<file path="src/rtl/aud_pkg.sv">
// Shared definitions for the audio I2S transmit path.
//   AUD_WIDTH : default sample width in bits
//   aud_ch_e  : I2S slot identifier (left/right)
//   sat_inc   : saturating increment for status counters of up to 32 bits
package aud_pkg;

    localparam int AUD_WIDTH = 16;

    typedef enum logic {
        CH_LEFT  = 1'b0,
        CH_RIGHT = 1'b1
    } aud_ch_e;

    // Counters narrower than 32 bits are zero-extended on the way in and
    // truncated by the caller; the all-ones value for 'width' is the ceiling.
    function automatic logic [31:0] sat_inc(input logic [31:0] value, input int unsigned width);
        logic [31:0] max_val;
        max_val = (width >= 32) ? 32'hFFFF_FFFF : ((32'd1 << width) - 32'd1);
        return (value >= max_val) ? max_val : value + 32'd1;
    endfunction

endpackage

</file>
<file path="src/rtl/aud_sample_fifo.sv">
// Small synchronous sample FIFO between the effect chain and the serialiser.
// Ports:
//   clk, rst_n : clock, asynchronous active-low reset
//   flush      : empties the FIFO (takes priority over push/pop)
//   push       : write request; accepted when not full, or when full and a pop
//                lands in the same cycle
//   pop        : read request; ignored when empty (no write-through bypass)
//   wr_data    : sample to write
//   rd_data    : head of the FIFO (valid when not empty)
//   full, empty: occupancy flags
//   level      : number of occupied entries
module aud_sample_fifo #(
    parameter int WIDTH = 16,
    parameter int DEPTH = 2
) (
    input  logic                     clk,
    input  logic                     rst_n,
    input  logic                     flush,
    input  logic                     push,
    input  logic                     pop,
    input  logic [WIDTH-1:0]         wr_data,
    output logic [WIDTH-1:0]         rd_data,
    output logic                     full,
    output logic                     empty,
    output logic [$clog2(DEPTH):0]   level
);

    localparam int AW = $clog2(DEPTH);
    localparam int LW = AW + 1;

    logic [WIDTH-1:0] mem [DEPTH];
    logic [AW-1:0]    wr_ptr;
    logic [AW-1:0]    rd_ptr;
    logic [LW-1:0]    count;
    logic             do_push;
    logic             do_pop;

    assign full    = (count == LW'(DEPTH));
    assign empty   = (count == '0);
    assign do_pop  = pop & ~empty;
    assign do_push = push & (~full | do_pop);
    assign rd_data = mem[rd_ptr];
    assign level   = count;

    always_ff @(posedge clk or negedge rst_n) begin
        if (!rst_n) begin
            wr_ptr <= '0;
            rd_ptr <= '0;
            count  <= '0;
        end else if (flush) begin
            wr_ptr <= '0;
            rd_ptr <= '0;
            count  <= '0;
        end else begin
            // DEPTH is a power of two, so the pointers wrap naturally.
            if (do_push) wr_ptr <= wr_ptr + AW'(1);
            if (do_pop)  rd_ptr <= rd_ptr + AW'(1);
            count <= count + LW'(do_push) - LW'(do_pop);
        end
    end

    always_ff @(posedge clk) begin
        if (!flush && do_push) mem[wr_ptr] <= wr_data;
    end

endmodule

</file>
<file path="src/rtl/aud_i2s_tx.sv">
// I2S transmitter for the WM8731 DAC path. One mono sample per frame is
// buffered and sent MSB-first on both the left and right slots, one BCLK
// after each slot-start edge of the codec-mastered word clock.
// Ports:
//   i_rst_n        : asynchronous active-low reset
//   i_AUD_BCLK     : codec bit clock, all logic on its rising edge
//   i_AUD_DACLRCK  : codec word clock (low = left, high = right)
//   i_en           : transmitter enable (low flushes FIFO and sends zeros)
//   i_mute         : zero the next frame, sampled at left-slot start
//   i_data/i_valid : sample and its 1-cycle strobe
//   o_AUD_DACDAT   : serial data to the codec
//   o_frame_start  : 1-cycle pulse in the first bit cycle of a left slot
//   o_fifo_level   : FIFO occupancy
//   o_underrun_cnt : saturating count of frames with no fresh sample
//   o_overrun_cnt  : saturating count of samples dropped on a full FIFO
module aud_i2s_tx
    import aud_pkg::*;
#(
    parameter int WIDTH            = AUD_WIDTH,
    parameter int FIFO_DEPTH       = 2,
    parameter bit HOLD_ON_UNDERRUN = 1'b1,
    parameter int CNT_W            = 8
) (
    input  logic                          i_rst_n,
    input  logic                          i_AUD_BCLK,
    input  logic                          i_AUD_DACLRCK,
    input  logic                          i_en,
    input  logic                          i_mute,
    input  logic [WIDTH-1:0]              i_data,
    input  logic                          i_valid,
    output logic                          o_AUD_DACDAT,
    output logic                          o_frame_start,
    output logic [$clog2(FIFO_DEPTH):0]   o_fifo_level,
    output logic [CNT_W-1:0]              o_underrun_cnt,
    output logic [CNT_W-1:0]              o_overrun_cnt
);

    localparam int BC_W = $clog2(WIDTH + 1);

    logic             lrck_d;
    logic             ls;
    logic             rs;
    logic             push_req;
    logic             pop_req;
    logic             pop_ok;
    logic             overrun;
    logic             underrun;
    logic             accepted;
    logic             armed;
    logic             fifo_full;
    logic             fifo_empty;
    logic [WIDTH-1:0] fifo_head;
    logic [WIDTH-1:0] frame_word;
    logic [WIDTH-1:0] last_word;
    logic [WIDTH-1:0] left_word;
    logic [WIDTH-1:0] load_word;
    logic [WIDTH-1:0] shreg;
    logic [BC_W-1:0]  bit_cnt;
    aud_ch_e          slot_ch;

    assign ls = lrck_d & ~i_AUD_DACLRCK;
    assign rs = ~lrck_d & i_AUD_DACLRCK;

    assign push_req = i_valid & i_en;
    assign pop_req  = ls & i_en;
    assign pop_ok   = pop_req & ~fifo_empty;
    // Full implies non-empty, so any pop in the same cycle frees a slot.
    assign overrun  = push_req & fifo_full & ~pop_req;
    assign accepted = push_req & ~overrun;
    assign underrun = pop_req & fifo_empty & armed;

    aud_sample_fifo #(
        .WIDTH (WIDTH),
        .DEPTH (FIFO_DEPTH)
    ) u_fifo (
        .clk     (i_AUD_BCLK),
        .rst_n   (i_rst_n),
        .flush   (~i_en),
        .push    (push_req),
        .pop     (pop_req),
        .wr_data (i_data),
        .rd_data (fifo_head),
        .full    (fifo_full),
        .empty   (fifo_empty),
        .level   (o_fifo_level)
    );

    always_comb begin
        left_word = '0;
        load_word = '0;
        slot_ch   = ls ? CH_LEFT : CH_RIGHT;

        if (i_en && !i_mute) begin
            if (!fifo_empty)           left_word = fifo_head;
            else if (HOLD_ON_UNDERRUN) left_word = last_word;
        end

        if (i_en) begin
            load_word = (slot_ch == CH_LEFT) ? left_word : frame_word;
        end
    end

    always_ff @(posedge i_AUD_BCLK or negedge i_rst_n) begin
        if (!i_rst_n) begin
            lrck_d        <= 1'b0;
            o_frame_start <= 1'b0;
            frame_word    <= '0;
            last_word     <= '0;
            armed         <= 1'b0;
            shreg         <= '0;
            bit_cnt       <= '0;
        end else begin
            lrck_d        <= i_AUD_DACLRCK;
            o_frame_start <= ls;

            if (ls)     frame_word <= left_word;
            if (pop_ok) last_word  <= fifo_head;

            if (!i_en)         armed <= 1'b0;
            else if (accepted) armed <= 1'b1;

            // A slot start always reloads, discarding any bits left over
            // from a short slot.
            if (ls || rs) begin
                shreg   <= load_word;
                bit_cnt <= BC_W'(WIDTH);
            end else if (bit_cnt != '0) begin
                shreg   <= {shreg[WIDTH-2:0], 1'b0};
                bit_cnt <= bit_cnt - BC_W'(1);
            end
        end
    end

    always_ff @(posedge i_AUD_BCLK or negedge i_rst_n) begin
        if (!i_rst_n) begin
            o_underrun_cnt <= '0;
            o_overrun_cnt  <= '0;
        end else begin
            if (underrun) o_underrun_cnt <= CNT_W'(sat_inc(32'(o_underrun_cnt), CNT_W));
            if (overrun)  o_overrun_cnt  <= CNT_W'(sat_inc(32'(o_overrun_cnt), CNT_W));
        end
    end

    // Gated by bit_cnt so the line idles low after the LSB and drops
    // immediately on reset.
    assign o_AUD_DACDAT = (bit_cnt != '0) && shreg[WIDTH-1];

endmodule
</file>
<file path="config.mk">
export PLATFORM = sky130hd
export DESIGN_NAME = aud_i2s_tx
export DESIGN_NICKNAME = d
export VERILOG_FILES = /design/src/rtl/aud_pkg.sv /design/src/rtl/aud_sample_fifo.sv /design/src/rtl/aud_i2s_tx.sv
export SDC_FILE = /design/constraint.sdc
export NUM_CORES = 1
export LEC_CHECK = 0
export ABC_AREA = 1
export BUFFER_PORTS_ARGS = -buffer_cell sky130_fd_sc_hd__buf_2
export CAP_MARGIN = 20
export CORE_UTILIZATION = 56
export DETAILED_ROUTE_END_ITERATION = 8
export GPL_TIMING_DRIVEN = 0
export PLACE_DENSITY = 0.84
export SLEW_MARGIN = 10
export SYNTH_ARGS = -nofsm -noshare
export SYNTH_HDL_FRONTEND = slang
export SYNTH_HIERARCHICAL = 1
export SYNTH_SLANG_ARGS = --single-unit
</file>
<file path="constraint.sdc">
create_clock -name i_AUD_BCLK -period 2.6 [get_ports i_AUD_BCLK]
set_input_delay 0.26 -clock i_AUD_BCLK [delete_from_list [all_inputs] [get_ports i_AUD_BCLK]]
set_output_delay 0.26 -clock i_AUD_BCLK [all_outputs]
set_load 0.005 [all_outputs]
</file>
==> out/qor.yml, run 1 <==
floorplan:
  core_um2: 8720
  row_count: 34
  die-area_um2: 9410
  start_util_pct: 58.0
  io_pins: 42
  die_x_um: 97.0
  die_y_um: 97.0
grt:
  grt_use_met3_pct: 3.18
  top_usage_layer: "met2"
  antenna_found_initial: 0
  grt_pass1_wl_mm: 14.9
  first_global_vias: 3471
  grtUsageTotal_pct: 19.4
  grt_use_met1_pct: 24.9
  grt_start_max_net_pins: 42
  met2_usage_pct: 33.1
  grt-ovfl-total: 0
worst_setup_path:
  crit_type: "primary input to register"
  cp-start-kind: "primary input"
  startpoint: "i_AUD_DACLRCK"
  cp.required_ns: 2.67
  reg2reg_depth: 6
  r2r_slack_ns: 0.65
  crit_arrival_ns: 2.30
  end_kind: "register"
  timing.rr.end: "u_fifo/mem[0][8]$_DFFE_PP_"
  crit_fanout: 10
  timing.rr.start: "lrck_d$_DFF_PN0_"
  endpoint: "u_fifo/mem[0][8]$_DFFE_PP_"
clock_tree:
  tritoncts: "done"
  clk_path_buf_depth: 2
  ctsResizeCount: 0
  cts.htree.levels: 3
  cts_post_setup_buffers_inserted: 0
  numCtsBuffers: 9
  clkSinkCount: 108
  cts-root-buf: "clkbuf_8"
  path_clk_slew_ns: 0.10
  clk_latency_ns: 0.36
logic_synthesis:
  synth.yosys.seq_area_share_pct: 56.6
  synth_area_per_cell_um2: 9.11
  ys_async_sr_fraction_pct: 70.4
  syn_nets: 582
  syn_area_um2: 5050
  synth_edf_count: 32
  synth_cell_types: 40
  synth_seq_cells: 108
  synth_warnings: 6
  synth-main-ff-cell: "dfrtp_1"
  postSynthCellCount: 555
detailed_routing:
  dr_total_vias: 3611
  wl_per_cell_um: 11.8
  ant_nets: 0
  via_per_inst: 4.98
  drtIter0Drc: 254
  drc: 0
  drt_wl_total_mm: 8.56
  drt-pass1-iter-count: 4
timing:
  timing.slew.headroom_pct: 65.4
  setup_viol: 0
  fmax_mhz: 450
  fin_crit_sh_pct: 85.5
  slew_violations: 0
  rsz0062_at_grt: "false"
  holdWs_ns: 0.0826
  timing.final.crit_period_ns: 2.22
  skew_ns: 0.0129
  hold_viol_final: 0
  tightest_slew_ns: 0.517
finish:
  area_growth_pct: 12.0
  finalNetCount: 639
  drive_above_1_share_pct: 19.3
  num-fill-cells: 703
  antennaDiodeCount: 0
  utilization_pct: 64.9
  design_area_um2: 5660
job:
  drv_cap: 0
pwr:
  ir_drop_v: 0.000536
  p_leak_nw: 2.92
  powerDensity_nw_per_um2: 742
  total_power_w: 0.00420
placement:
  placed_area_um2: 5440
  dp_hpwl_mm: 6.41
  gp_congestion: 0.780
  portBuffers: 41
min_path:
  hp-class: "primary input to register"
outcome:
  status: "finished, final reports clean"
==> power breakdown <==
group | internal (W) | leakage [nW] | switching [W] | total (W)
combinational | 0.000422 | 1.53 | 0.000514 | 0.000937
clock | 0.000459 | 0.0973 | 0.000573 | 0.00103
sequential | 0.00206 | 1.29 | 0.000171 | 0.00223
==> how the worst min path moves through the flow <==
stage	slack (ns)	endpoint	cells past startpoint	from
final	0.08	u_fifo/mem[1][6]$_DFFE_PP_	1	i_data[6]
after global routing	0.06	u_fifo/mem[0][6]$_DFFE_PP_	1	i_data[6]
after CTS	0.002	lrck_d$_DFF_PN0_	1	i_AUD_DACLRCK
after detailed placement	0.25	o_underrun_cnt[7]$_DFFE_PN0P_	1	i_rst_n
after global placement	0.38	lrck_d$_DFF_PN0_	1	i_AUD_DACLRCK
after floorplan	-0.04	armed$_DFFE_PN0P_	0	i_rst_n
==> synthesized netlist by cell type, types with 2 or more instances <==
master / instances / area, um^2
a21oi_1: 18 / 90.1
buf_2: 3 / 15.0
buf_4: 3 / 22.5
buf_6: 4 / 45.0
clkbuf_1: 4 / 15.0
dfrtp_1: 76 / 1900
edfxtp_1: 32 / 961
ha_1: 5 / 62.6
inv_1: 45 / 169
inv_2: 3 / 11.3
mux2_2: 7 / 78.8
mux2_4: 8 / 120
nand2_1: 237 / 890
nand2_2: 12 / 75.1
nand3_1: 17 / 85.1
nand3_2: 2 / 20.0
nand4_1: 5 / 31.3
nor2_1: 36 / 135
nor2_2: 3 / 18.8
nor2_8: 2 / 40.0
o21ai_0: 12 / 60.1
o21bai_1: 2 / 15.0
or2_1: 2 / 12.5
==> kinds of logic (layout without fill, tap and decap cells) <==
logic type	after synthesis	in the layout	synth area share, %
AO/OA/AOI/OAI	35	35	3.69
XOR/XNOR	1	1	0.173
adder cells (fa/ha/maj)	5	5	1.24
buffers and inverters	67	129	6.71
flip-flops	108	108	56.6
multiplexers	15	15	3.94
AND/OR/NAND/NOR	324	324	27.6
==> cell type report <==
| cell class | instances | area [um^2] | area share, % |
|---|---|---|---|
| clock buffers | 9 | 124 | 2.19 |
| plain buffers | 16 | 133 | 2.34 |
| well taps | 108 | 135 | 2.39 |
| inverters | 51 | 206 | 3.65 |
| multi-input cells | 380 | 1860 | 32.8 |
| repair buffers | 46 | 263 | 4.64 |
| clock inverters | 7 | 80.1 | 1.41 |
| flip-flops and latches | 108 | 2860 | 50.6 |
==> cells in the final DEF (no fill, tap or decap), types with 4 or more instances in the layout <==
master	netlist	final
nand2_1	237	237
buf_6	4	4
inv_1	45	45
mux2_2	7	7
nor2_1	36	36
buf_2	3	43
nand3_1	17	17
o21ai_0	12	12
clkbuf_1	4	4
ha_1	5	5
buf_4	3	6
mux2_4	8	8
inv_6	0	4
clkbuf_8	0	9
nand2_2	12	12
nand4_1	5	5
edfxtp_1	32	32
a21oi_1	18	18
dfrtp_1	76	76
==> layer usage <==
metal / part of all wire [%] / wire length (um)
met1: 45 / 3860
met2: 51 / 4340
met3: 2.8 / 238
met4: 1.3 / 110
met5: 0 / 0
==> registers in the layout, summed over array words and instances, names as in the netlist <==
name            cells
armed               1
bit_cnt             5
frame_word         16
last_word          16
lrck_d              1
o_frame_start       1
o_overrun_cnt       8
o_underrun_cnt      8
shreg              16
u_fifo/level        2
u_fifo/mem         32
u_fifo/rd_ptr       1
u_fifo/wr_ptr       1
==> per-stage QoR <==
step | worst slack, ns | TNS [ns] | std cells
global placement | -0.397 | -6.34 | 704
detailed placement | 0.519 | 0 | 707
global route | 0.205 | 0 | 725
finish | 0.377 | 0 | 725
CTS | 0.606 | 0 | 724
floorplan | 0.215 | 0 | 555
==> what timing repair did <==
item / CTS / global route
endpoints found under the setup margin: 0 / 0
hold buffers: 1 / 1
hold endpoints to repair: 35 / 1
==> worst max-delay path, cell delays in order <==
cell and delay [ns]:
dlygate4sd3_1 0.54, buf_2 0.13, inv_1 0.05, ha_1 0.27, nand2_4 0.15, clkinv_4 0.11, o21ai_2 0.09, nor2_1 0.41
buf_4 0.28
No activity file was read; power rests on OpenSTA's default activity.
==> inputs of run 2 (changes only) <==
GPL_TIMING_DRIVEN = 1   (was 0)
==> run 2 against run 1 <==
Maximum frequency fell by 0.43%; final area fell by 2.4%; sequential power barely moved; highest routed layer unchanged; core utilization fell by 1.5 points; die area did not move; critical path type unchanged; clock power fell by 8%; global-route usage rose by 1.1 points; largest cell class unchanged.
==> out/qor.yml, run 2 (synthesis results as in run 1) <==
worst_setup_path:
  crit_type: "primary input to register"
  cp_cell_sequence: "dlygate4sd3_1 -> buf_2 -> inv_1 -> ha_1 -> inv_2 -> nand2_1 -> nor2_2 -> nand2_1 -> or2_2 -> nand3_1"
  r2r_slack_ns: 0.54
  cpMaxStageDelayCell: "dlygate4sd3_1"
  end_kind: "register"
  startpoint: "i_AUD_DACLRCK"
  cp-start-kind: "primary input"
  cp.required_ns: 2.90
  crit_fanout: 17
  crit_arrival_ns: 2.54
  critPathMaxStageDelay_ns: 0.52
  timing.rr.start: "lrck_d$_DFF_PN0_"
  crit_top_cell: "nand2_1"
floorplan:
  start_util_pct: 58.0
  row_count: 34
  die_y_um: 97.0
  io_pins: 42
  die_x_um: 97.0
  die-area_um2: 9410
  core_um2: 8720
grt:
  antenna_found_initial: 0
  grtUsageTotal_pct: 20.5
  first_global_vias: 3624
  grt_start_max_net_pins: 52
  grt_pass1_wl_mm: 15.9
  grt-ovfl-total: 0
detailed_routing:
  via_per_inst: 5.06
  drt-pass1-iter-count: 4
  drtIter0Drc: 196
  wl_per_cell_um: 12.3
  dr_total_vias: 3600
  ant_nets: 0
  drc: 0
  drt_wl_total_mm: 8.79
clock_tree:
  clkSinkCount: 108
  ctsResizeCount: 0
  path_clk_slew_ns: 0.10
  cts.htree.levels: 3
  clk_path_buf_depth: 2
  tritoncts: "done"
  clk_latency_ns: 0.37
  numCtsBuffers: 9
  cts-root-buf: "clkbuf_8"
finish:
  finalNetCount: 626
  area_growth_pct: 9.36
  design_area_um2: 5530
  layout_commonest_cell: "nand2_1"
  layout_common_cells: "237 x nand2_1, 76 x dfrtp_1, 45 x inv_1"
  drive_above_1_share_pct: 18.2
  antennaDiodeCount: 0
  largest_register_ffs: 32
  regMostFlops: "u_fifo/mem"
  utilization_pct: 63.4
timing:
  rsz0062_at_grt: "false"
  setup_tns_ns: 0
  layout_setup_ws_ns: 0.367
  hold_viol_final: 0
  slew_violations: 0
  fin_crit_sh_pct: 85.9
  tightest_slew_ns: 0.619
  timing.final.crit_period_ns: 2.23
  timing.slew.headroom_pct: 58.7
  skew_ns: 0.00966
  setup_viol: 0
  fmax_mhz: 448
min_path:
  hp-start: "i_data[11]"
  hp-class: "primary input to register"
placement:
  placed_area_um2: 5330
  dp_hpwl_mm: 6.30
  portBuffers: 41
  gp_congestion: 0.755
  preCtsSetupSlack_ns: 0.517
pwr:
  ir_drop_v: 0.000416
  total_power_w: 0.00412
  powerDensity_nw_per_um2: 745
  p_leak_nw: 2.85
outcome:
  status: "finished, final reports clean"
job:
  drv_cap: 0
## run 2: cell count changes in the layout (fill, tap and decap cells not counted), sizes merged
cell	previous run	this run
inv	54	53
clkbuf	13	9
clkinv	1	3
bufinv	1	0
buf	56	47
## run 2: cell type report
| class | count | area (um^2) |
|---|---|---|
| repair buffers | 49 | 283 |
| clock inverters | 7 | 58.8 |
| clock buffers | 9 | 124 |
| flip-flops and latches | 108 | 2860 |
| fillers | 682 | 3190 |
| well taps | 108 | 135 |
| inverters | 51 | 206 |
| multi-input cells | 380 | 1860 |
## run 2: final timing paths
check | end | depth (start not counted)
worst max-delay path | o_overrun_cnt[2]$_DFFE_PN0P_ | 10
worst min-delay path | u_fifo/mem[1][11]$_DFFE_PP_ | 1
worst max register to register | o_overrun_cnt[2]$_DFFE_PN0P_ | 7
worst min register to register | frame_word[3]$_DFF_PN0_ | 2
max in group asynchronous | frame_word[6]$_DFF_PN0_ | 3
min in group asynchronous | o_underrun_cnt[6]$_DFFE_PN0P_ | 2
## run 2: layer usage
metal  share of wire [%]  vias up  global-route usage, %
met5                   0        -                      0
met4                 1.3        0                   7.69
met3                 2.9       11                   3.03
met2                  50       56                   34.6
met1                  46     1701                   26.9
li1                    -     1832                      -
## run 2: critical path, delay by kind of cell
kind / cells / cell delay, ns
buf+inv: 4 / 0.91
fa+ha+maj: 1 / 0.25
simple gates: 5 / 1.11
## run 2: where the power goes
part / total [W] / internal, W / switching (W)
clock network: 0.000951 / 0.000362 / 0.000590
logic: 0.000928 / 0.000410 / 0.000518
registers: 0.00224 / 0.00206 / 0.000178
total: 0.00412 / 0.00283 / 0.00129
## run 2: through the flow
step | cells | hold WS [ns]
after floorplan | 555 | -0.0356
after CTS | 712 | 0.0587
after global routing | 712 | 0.0577
after global placement | 693 | 0.299
after detailed placement | 694 | 0.308
final | 712 | 0.0710
## run 2: repair_timing
action	4_1_cts	5_1_grt
setup buffers	0	0
hold endpoints to repair	26	0
hold buffers	2	0
==> inputs of run 3 (changes only) <==
CORE_UTILIZATION = 45   (was 56)
PLACE_DENSITY = 0.72   (was 0.84)
SYNTH_HIERARCHICAL = default   (was 1)
==> run 3 against run 2 <==
Via count is 4.6% lower; cell count is 1.4% higher; sequential power hardly changed; clock power is 8% higher; largest power group unchanged; global-route usage is 3.7 points lower; power is 1.2% lower; critical endpoint is now last_word[0]$_DFFE_PN0P_; combinational power is 12% lower; worst hold slack worse by 0.013 ns.
==> out/qor.yml, run 3 <==
clock_tree:
  cts.htree.levels: 3
  clk_latency_ns: 0.38
  cts-root-buf: "clkbuf_8"
  ctsResizeCount: 0
  path_clk_slew_ns: 0.11
  numCtsBuffers: 9
  clkSinkCount: 108
  clk_path_buf_depth: 2
  cts_hold_buf: 2
  cts_post_setup_buffers_inserted: 0
  tritoncts: "done"
logic_synthesis:
  synth_area_per_cell_um2: 9.12
  yosys.area.top_type: "dfrtp_1"
  syn_nets: 566
  yosys.area.top_type_share_pct: 38.7
  synth.yosys.seq_area_share_pct: 58.2
  ys_top_cells_by_area: "dfrtp_1 39%, edfxtp_1 20%, nand2_1 14%, nor2_1 4.1%, inv_1 3.7%"
  yosys-top-cells-count: "187 x nand2_1, 76 x dfrtp_1, 54 x nor2_1"
  ys_async_sr_fraction_pct: 70.4
  synth_cell_types: 34
  synth-main-ff-cell: "dfrtp_1"
  syn_area_um2: 4920
  synth_warnings: 0
  synth_seq_cells: 108
  yosysMostFrequentCell: "nand2_1"
  synth_edf_count: 32
  postSynthCellCount: 539
placement:
  placed_cells: 704
  gp_congestion: 0.833
  portBuffers: 41
  dp_hpwl_mm: 5.91
detailed_routing:
  drt_wl_total_mm: 8.59
  via_per_inst: 4.76
  dr_total_vias: 3434
  drtIter0Drc: 224
  ant_nets: 0
  drt-pass1-iter-count: 4
  drc: 0
  wl_per_cell_um: 11.9
finish:
  finalNetCount: 608
  final_cells: 722
  antennaDiodeCount: 0
  layout_commonest_cell: "nand2_1"
  drive_above_1_share_pct: 16.7
  largest_register_ffs: 32
  area_growth_pct: 10.3
  regMostFlops: "u_fifo.mem"
  layout_common_cells: "187 x nand2_1, 76 x dfrtp_1, 54 x nor2_1"
worst_setup_path:
  path_delay_family: "buffers and inverters"
  crit_fanout: 32
  end_kind: "register"
  cpMaxStageDelayCell: "inv_1"
  crit_type: "primary input to register"
  critPathMaxStageDelay_ns: 0.54
  path_buf_inv: 5
  cp_cell_sequence: "dlygate4sd3_1 -> buf_2 -> inv_1 -> ha_1 -> nand2_4 -> inv_2 -> nand2_1 -> inv_1 -> nor2_1 -> a31oi_1"
  crit_arrival_ns: 2.28
  cp-start-kind: "primary input"
  crit_top_cell: "inv_1"
  cp.required_ns: 2.90
floorplan:
  die_x_um: 107
  start_util_pct: 47.0
  core_um2: 10500
  row_count: 37
  die_y_um: 107
  die-area_um2: 11300
  io_pins: 42
timing:
  holdWs_ns: 0.0580
  timing.final.crit_period_ns: 1.98
  fin_crit_sh_pct: 76.2
  timing.slew.headroom_pct: 51.4
  slew_violations: 0
  setup_tns_ns: 0
  tightest_slew_ns: 0.729
  fmax_mhz: 505
  rsz0062_at_grt: "false"
  setup_viol: 0
  skew_ns: 0.0117
  hold_viol_final: 0
pwr:
  powerDensity_nw_per_um2: 750
  p_leak_nw: 2.74
  ir_drop_v: 0.000364
grt:
  grt_pass1_wl_mm: 15.1
  antenna_found_initial: 0
  first_global_vias: 3293
  grt_start_max_net_pins: 77
  grtUsageTotal_pct: 16.9
  grt-ovfl-total: 0
min_path:
  hp-class: "primary input to register"
job:
  drv_cap: 0
outcome:
  status: "finished, final reports clean"
run 3: worst reg2reg max path: stages, from the launching register on:
cell and delay (ns):
dfrtp_1 0.36, ha_1 0.24, nand2_4 0.10, inv_2 0.11, nand2_1 0.09, inv_1 0.54
nor2_1 0.09, a31oi_1 0.16
run 3: final cells by class:
| type | instances | area (um^2) |
|---|---|---|
| clock inverters | 7 | 91.3 |
| inverters | 53 | 199 |
| fillers | 952 | 5040 |
| flip-flops and latches | 108 | 2860 |
| clock buffers | 9 | 124 |
| well taps | 136 | 170 |
| repair buffers | 48 | 275 |
| multi-input cells | 361 | 1700 |
run 3: metal layers:
metal / track usage, % / share of wire (%) / vias up
met5: 0 / 0 / -
li1: - / - / 1796
met3: 3.49 / 3.4 / 9
met4: 6.16 / 1.3 / 0
met1: 23.3 / 50 / 1574
met2: 26.3 / 46 / 55
run 3: power breakdown:
group          internal (W)  switching (W)
registers           0.00206       0.000159
clock network      0.000389       0.000642
logic              0.000311       0.000509
run 3: per-stage QoR:
step	area [um^2]	setup slack [ns]	util (%)	power [W]
floorplan	4920	0.642	-	0.00285
global placement	5180	0.843	49.6	0.00303
detailed placement	5180	0.773	49.6	0.00307
CTS	5420	0.625	51.8	0.00411
global route	5420	0.428	51.8	0.00436
finish	5420	0.619	51.8	0.00407
run 3: logic make-up (layout without fill, tap and decap cells):
family                     Yosys count  count (layout)  share of synthesized area, %
and+or+nand+nor                    283             283                          24.2
DFF                                108             108                          58.2
AOI/OAI and AO/OA                   70              70                          8.55
buffers and inverters               70             117                          7.23
adders and majority gates            5               5                          1.27
xor gates and xnor gates             3               3                         0.535
run 3: worst paths after layout:
kind,start,end,slack (ns),cells after the start
max,i_AUD_DACLRCK,last_word[0]$_DFFE_PN0P_,0.62,10
min,i_data[14],u_fifo.mem[0][14]$_DFFE_PP_,0.06,1
max reg2reg,lrck_d$_DFF_PN0_,last_word[0]$_DFFE_PN0P_,0.84,7
min reg2reg,bit_cnt[3]$_DFFE_PN0P_,bit_cnt[3]$_DFFE_PN0P_,0.49,1
max in group asynchronous,i_rst_n,shreg[15]$_DFFE_PN0P_,1.85,3
min in group asynchronous,i_rst_n,o_underrun_cnt[5]$_DFFE_PN0P_,0.42,3
